[src/rtl/id_stage.sv]
// Decode stage: register file with write-first bypass, two-byte instruction assembly,
// sticky halt and the registered ID/EX bundle. Optional interrupt injection under `IRQ_EN.
module id_stage #(
   parameter logic [7:0] SP_RESET    = 8'hFF,
   parameter logic [3:0] TWO_BYTE_OP = 4'hC
) (
   input  logic       clk,
   input  logic       rst,
   input  logic [7:0] ir,
   input  logic       stall,
   input  logic       flush,
   input  logic       wb_en,
   input  logic [1:0] wb_addr,
   input  logic [7:0] wb_data,
   input  logic       int_req,
   output logic       if_hold,
   output logic       ex_valid,
   output logic [3:0] ex_opcode,
   output logic [1:0] ex_ra,
   output logic [1:0] ex_rb,
   output logic [7:0] ex_ra_val,
   output logic [7:0] ex_rb_val,
   output logic [7:0] ex_imm,
   output logic       ex_int,
   output logic       hlt
);

   typedef enum logic [0:0] {NORMAL = 1'b0, IMM = 1'b1} state_t;

   state_t     state_r, state_s;
   logic [7:0] regs_r [4];
   logic [7:0] ra_rd_s, rb_rd_s, r3_rd_s;
   logic [7:0] first_r, first_s;
   logic [7:0] lat_ra_r, lat_ra_s, lat_rb_r, lat_rb_s;
   logic       hlt_r, hlt_s;
   logic       inject_s;
   logic       ex_valid_s, ex_int_s;
   logic [3:0] ex_opcode_s;
   logic [1:0] ex_ra_s, ex_rb_s;
   logic [7:0] ex_ra_val_s, ex_rb_val_s, ex_imm_s;

`ifdef IRQ_EN
   logic int_pending_r;

   // Pending interrupt: set whenever requested, cleared by the injection that consumes it
   always_ff @(posedge clk) begin
      if (!rst) begin
         int_pending_r <= 1'b0;
      end else begin
         int_pending_r <= int_req | (int_pending_r & ~inject_s);
      end
   end

   assign inject_s = int_pending_r & (state_r == NORMAL) & ~stall & ~flush & ~hlt_r;
`else
   logic int_unused_s;
   assign int_unused_s = int_req;
   assign inject_s     = 1'b0;
`endif

   assign if_hold = ~stall & (hlt_r | inject_s);
   assign hlt     = hlt_r;

   // Register file reads with write-first bypass from WB
   always_comb begin
      ra_rd_s = (wb_en && (wb_addr == ir[3:2])) ? wb_data : regs_r[ir[3:2]];
      rb_rd_s = (wb_en && (wb_addr == ir[1:0])) ? wb_data : regs_r[ir[1:0]];
      r3_rd_s = (wb_en && (wb_addr == 2'd3))    ? wb_data : regs_r[3];
   end

   // Register file write port; keeps writing through stall and flush
   always_ff @(posedge clk) begin
      if (!rst) begin
         regs_r[0] <= 8'h00;
         regs_r[1] <= 8'h00;
         regs_r[2] <= 8'h00;
         regs_r[3] <= SP_RESET;
      end else if (wb_en) begin
         regs_r[wb_addr] <= wb_data;
      end
   end

   // Next-state decode, priority flush > stall > halt > interrupt > IMM/NORMAL decode
   always_comb begin
      state_s     = state_r;
      first_s     = first_r;
      lat_ra_s    = lat_ra_r;
      lat_rb_s    = lat_rb_r;
      hlt_s       = hlt_r;
      ex_valid_s  = 1'b0;
      ex_int_s    = 1'b0;
      ex_opcode_s = 4'h0;
      ex_ra_s     = 2'd0;
      ex_rb_s     = 2'd0;
      ex_ra_val_s = 8'h00;
      ex_rb_val_s = 8'h00;
      ex_imm_s    = 8'h00;
      if (flush) begin
         state_s = NORMAL;
         first_s = 8'h00;
      end else if (stall) begin
         ex_valid_s  = ex_valid;
         ex_int_s    = ex_int;
         ex_opcode_s = ex_opcode;
         ex_ra_s     = ex_ra;
         ex_rb_s     = ex_rb;
         ex_ra_val_s = ex_ra_val;
         ex_rb_val_s = ex_rb_val;
         ex_imm_s    = ex_imm;
      end else if (hlt_r) begin
         state_s = state_r;
      end else if (inject_s) begin
         ex_valid_s  = 1'b1;
         ex_int_s    = 1'b1;
         ex_ra_s     = 2'd3;
         ex_rb_s     = 2'd3;
         ex_ra_val_s = r3_rd_s;
         ex_rb_val_s = r3_rd_s;
      end else begin
         case (state_r)
            IMM: begin
               ex_valid_s  = 1'b1;
               ex_opcode_s = first_r[7:4];
               ex_ra_s     = first_r[3:2];
               ex_rb_s     = first_r[1:0];
               ex_ra_val_s = lat_ra_r;
               ex_rb_val_s = lat_rb_r;
               ex_imm_s    = ir;
               state_s     = NORMAL;
            end
            NORMAL: begin
               if (ir[7:4] == TWO_BYTE_OP) begin
                  first_s  = ir;
                  lat_ra_s = ra_rd_s;
                  lat_rb_s = rb_rd_s;
                  state_s  = IMM;
               end else begin
                  ex_valid_s  = (ir[7:4] != 4'h0);
                  ex_opcode_s = ir[7:4];
                  ex_ra_s     = ir[3:2];
                  ex_rb_s     = ir[1:0];
                  ex_ra_val_s = ra_rd_s;
                  ex_rb_val_s = rb_rd_s;
                  hlt_s       = (ir == 8'h01) ? 1'b1 : hlt_r;
               end
            end
            default: begin
               state_s = NORMAL;
            end
         endcase
      end
   end

   // FSM, pair latch, halt flag and ID/EX registers
   always_ff @(posedge clk) begin
      if (!rst) begin
         state_r   <= NORMAL;
         first_r   <= 8'h00;
         lat_ra_r  <= 8'h00;
         lat_rb_r  <= 8'h00;
         hlt_r     <= 1'b0;
         ex_valid  <= 1'b0;
         ex_int    <= 1'b0;
         ex_opcode <= 4'h0;
         ex_ra     <= 2'd0;
         ex_rb     <= 2'd0;
         ex_ra_val <= 8'h00;
         ex_rb_val <= 8'h00;
         ex_imm    <= 8'h00;
      end else begin
         state_r   <= state_s;
         first_r   <= first_s;
         lat_ra_r  <= lat_ra_s;
         lat_rb_r  <= lat_rb_s;
         hlt_r     <= hlt_s;
         ex_valid  <= ex_valid_s;
         ex_int    <= ex_int_s;
         ex_opcode <= ex_opcode_s;
         ex_ra     <= ex_ra_s;
         ex_rb     <= ex_rb_s;
         ex_ra_val <= ex_ra_val_s;
         ex_rb_val <= ex_rb_val_s;
         ex_imm    <= ex_imm_s;
      end
   end

endmodule

[config.mk]
export PLATFORM = sky130hd
export DESIGN_NAME = id_stage
export DESIGN_NICKNAME = d
export VERILOG_FILES = /design/src/rtl/id_stage.sv
export SDC_FILE = /design/constraint.sdc
export NUM_CORES = 1
export LEC_CHECK = 0
export ABC_AREA = 1
export CORE_ASPECT_RATIO = 1.1
export CORE_MARGIN = 10
export CORE_UTILIZATION = 25
export CTS_CLUSTER_SIZE = 20
export DETAILED_ROUTE_END_ITERATION = 12
export GPL_TIMING_DRIVEN = 0
export PLACE_DENSITY = 0.53
export SLEW_MARGIN = 10
export SYNTH_ARGS = -nofsm -noshare
export SYNTH_HDL_FRONTEND = slang
export SYNTH_SLANG_ARGS = --single-unit
[constraint.sdc]
create_clock -name clk -period 1.9 [get_ports clk]
set_input_delay 0.475 -clock clk [delete_from_list [all_inputs] [get_ports clk]]
set_output_delay 0.475 -clock clk [all_outputs]
set_load 0.01 [all_outputs]
==> results.md, run 1 <==
- DR vias/cell: ~4.4
- Sw frac: between 20 and 30%
- Cell area after synthesis: ~4500 um^2
- Critical path data required time: slightly below 2000 ps
- Hold_ws: roughly 440 ps
- Overall Global Routing Usage: a little under an eighth
- Syn nets: between 600 and 700
- CTS root buffer: clkbuf_16
- Detailed-router iteration count before antenna repair: 4
- Clk buf depth: 2
- Ys Warns: 0
- CP Launch Type: input pin
- Sequential share of power: a little under half
- Final #Nets: roughly 710
- Total length of routed wires: 13800 um
- Vias post-DR: around 4100
- Power density cells: just under 800 nW/um^2
- Pins Over Slew Limit: 0
- Setup violators final: 0
- Worst-path clk slew: ~70 ps
- Hold Crit Class: input pin to flip-flop
- Final Skew: between 10 and 15 ps
- GPL Wtd Cong: about 0.86
- Die Y: between 150 and 200 um
- Clk_lat worst skew: 350 ps
- RSZ-0062 raised after global routing: yes
- Clock power share: 39.6%
- Kind of critical path: input pin to flip-flop
- H-tree depth: 3
- Io pins: 60
- Data arrival time of the critical path: 1850 ps
- Antenna Nets Post-Route: 0
- Sequential area share after synthesis: around 47%
- Drt initial violations: 242
- Synth Instances: ~630
- Num CTS Buffers: 9
- I/O Buffers: 54
- Fillers: between 2000 and 2500
- Slew HR: between 60% and 70%
- Largest net degree at the start of global routing: 19
- # rows: 51
- # clock sinks: between 90 and 100
- Antenna Diode Count: 0
- Die W: 148 um
- Wire per inst: between 10 and 15 um
- Initial core utilization: about a quarter
- Hpwl dp: roughly 10000 um
- Max FO, Critical Path: 9
- Cell Int Power: between 3 and 4 mW
- Status: complete, no violations
- Placeable Area: 17700 um^2
- Post-CTS Hold Buffers: 0
- Netlist cell types: 30
- Logic pwr share: 13.1%
- Share of cells above drive strength 1: under 10%
- VDD IR max: between 0.4 and 0.5 mV
- TNS Setup: 0 ps
- Max Cap Violations: 0
- Gr ovfl total: 0
- Layout area overhead: 25.9%
- DRC viols: 0
- Yosys reg bits: 91
- Slowest stage delay, CP: 580 ps
- Most used cell, CP: nand2_1
- CTS tree: built
- Lkg Pwr: about 2.4 nW
- CP endpoint kind: flip-flop
- Fmax: about 550 MHz
- Worst path cell trace: clkdlybuf4s50_1 -> nand2_1 -> nor2_1 -> nand2_1 -> nand2_2
- Final core area utilization: 32.1%
- Least-Margin Pin Slew: around 580 ps
- First-pass GRT wire length: around 22000 um
- Number of global-route vias before repair: roughly 3900
- Final Cycle Share: 95.4%
- Mean Syn Cell Area: ~7.2 um^2
- Initial antenna violation count: 0
- Final Hold Vio Count: 0
- Full die area: between 20000 and 25000 um^2
- Critical-path top delay cell: clkdlybuf4s50_1
- Net switching power: roughly 1.2 mW
- Crit path time final: ~1800 ps
-- routing by layer --
layer | GRT usage (%) | wire length (um) | vias up
li1 | - | - | 2124
met1 | 14.7 | 6470 | 1865
met2 | 18.6 | 6430 | 93
met3 | 2.60 | 754 | 11
met4 | 4.10 | 176 | 0
met5 | 0 | 0 | -
-- registers in the layout, summed over array words and instances, names as in the netlist --
register,count
ex_ra,2
ex_valid,1
ex_rb,2
state_r,1
ex_ra_val,8
hlt,1
ex_imm,8
first_r,8
lat_ra_r,8
ex_opcode,4
regs_r,32
lat_rb_r,8
ex_rb_val,8
-- power groups by stage --
stage / clock, mW / combinational (mW) / sequential [mW]
after floorplan: 0 / 0.338 / 2.18
after global placement: 0 / 0.582 / 2.18
after detailed placement: 0 / 0.585 / 2.18
after CTS: 1.82 / 0.592 / 2.13
after global routing: 1.90 / 0.659 / 2.14
final: 1.78 / 0.589 / 2.13
-- Yosys cell counts (all sizes together) --
cell,count,area (um^2)
buf,17,133
nor2,51,233
nor3,3,15.0
clkbuf,8,30.0
a31oi,4,25.0
nand4,3,18.8
a32oi,1,8.76
conb,1,3.75
inv,73,277
clkinv,3,11.3
nand2,224,863
o31ai,1,7.51
nand3,75,405
dfxtp,59,1180
o21ai,20,100
edfxtp,32,961
a21oi,50,250
-- metrics by stage --
step / cell area, um^2 / instances / total power, mW / worst slack (ps)
final: 5700 / 932 / 4.51 / 87.9
after CTS: 5680 / 932 / 4.55 / 16.0
after global placement: 5360 / 917 / 2.76 / -772
after detailed placement: 5370 / 917 / 2.76 / -712
after floorplan: 4520 / 625 / 2.52 / 247
after global routing: 5700 / 932 / 4.70 / -11.5
-- cells by family (layout without fill, tap and decap cells) --
family	after synthesis	in the layout	synth area share, %
buf+inv	101	170	9.96
other cells	1	1	0.0829
simple gates	356	356	33.9
compound gates	76	76	8.66
flops	91	91	47.4
-- area by class of cell --
type | instances | area [um^2] | share of cell area, %
Sequential cell | 91 | 2150 | 37.7
Multi-Input combinational cell | 433 | 1970 | 34.5
Timing Repair Buffer | 54 | 544 | 9.55
Tap cell | 238 | 298 | 5.23
Inverter | 76 | 293 | 5.14
Clock buffer | 12 | 258 | 4.52
Buffer | 24 | 161 | 2.83
Clock inverter | 4 | 30.0 | 0.527
-- final timing paths --
path	startpoint	end	slack [ps]	cells past startpoint
worst max register to register	state_r	lat_ra_r[0]	430	9
worst min register to register	first_r[5]	first_r[5]	450	2
worst max-delay path	wb_en	regs_r[0][6]	90	5
worst min-delay path	stall	ex_imm[6]	440	3
-- cell usage in the layout (no fill, tap or decap), types with 32 or more instances in the layout --
cell / count
a21oi_1: 50
clkdlybuf4s50_1: 51
dfxtp_1: 58
edfxtp_1: 32
inv_1: 65
nand2_1: 216
nand3_1: 71
nor2_1: 44
-- critical path, delay by kind of cell --
family | cells | cell delay [ps]
buffers and inverters | 1 | 580
AND/OR/NAND/NOR | 4 | 800
-- timing repair --
action,4_1_cts,5_1_grt
buffers inserted,0,0
resized for setup,11,6
endpoints found under the setup margin,61,41
pin swaps,0,0
Note: power is estimated with default switching activity, not from simulation.
==> inputs of run 2 (changes only) <==
- HOLD_SLACK_MARGIN: not set -> 0.12
==> results of run 2 <==
No change in the layout: final DEF, timing and power equal those of run 1.
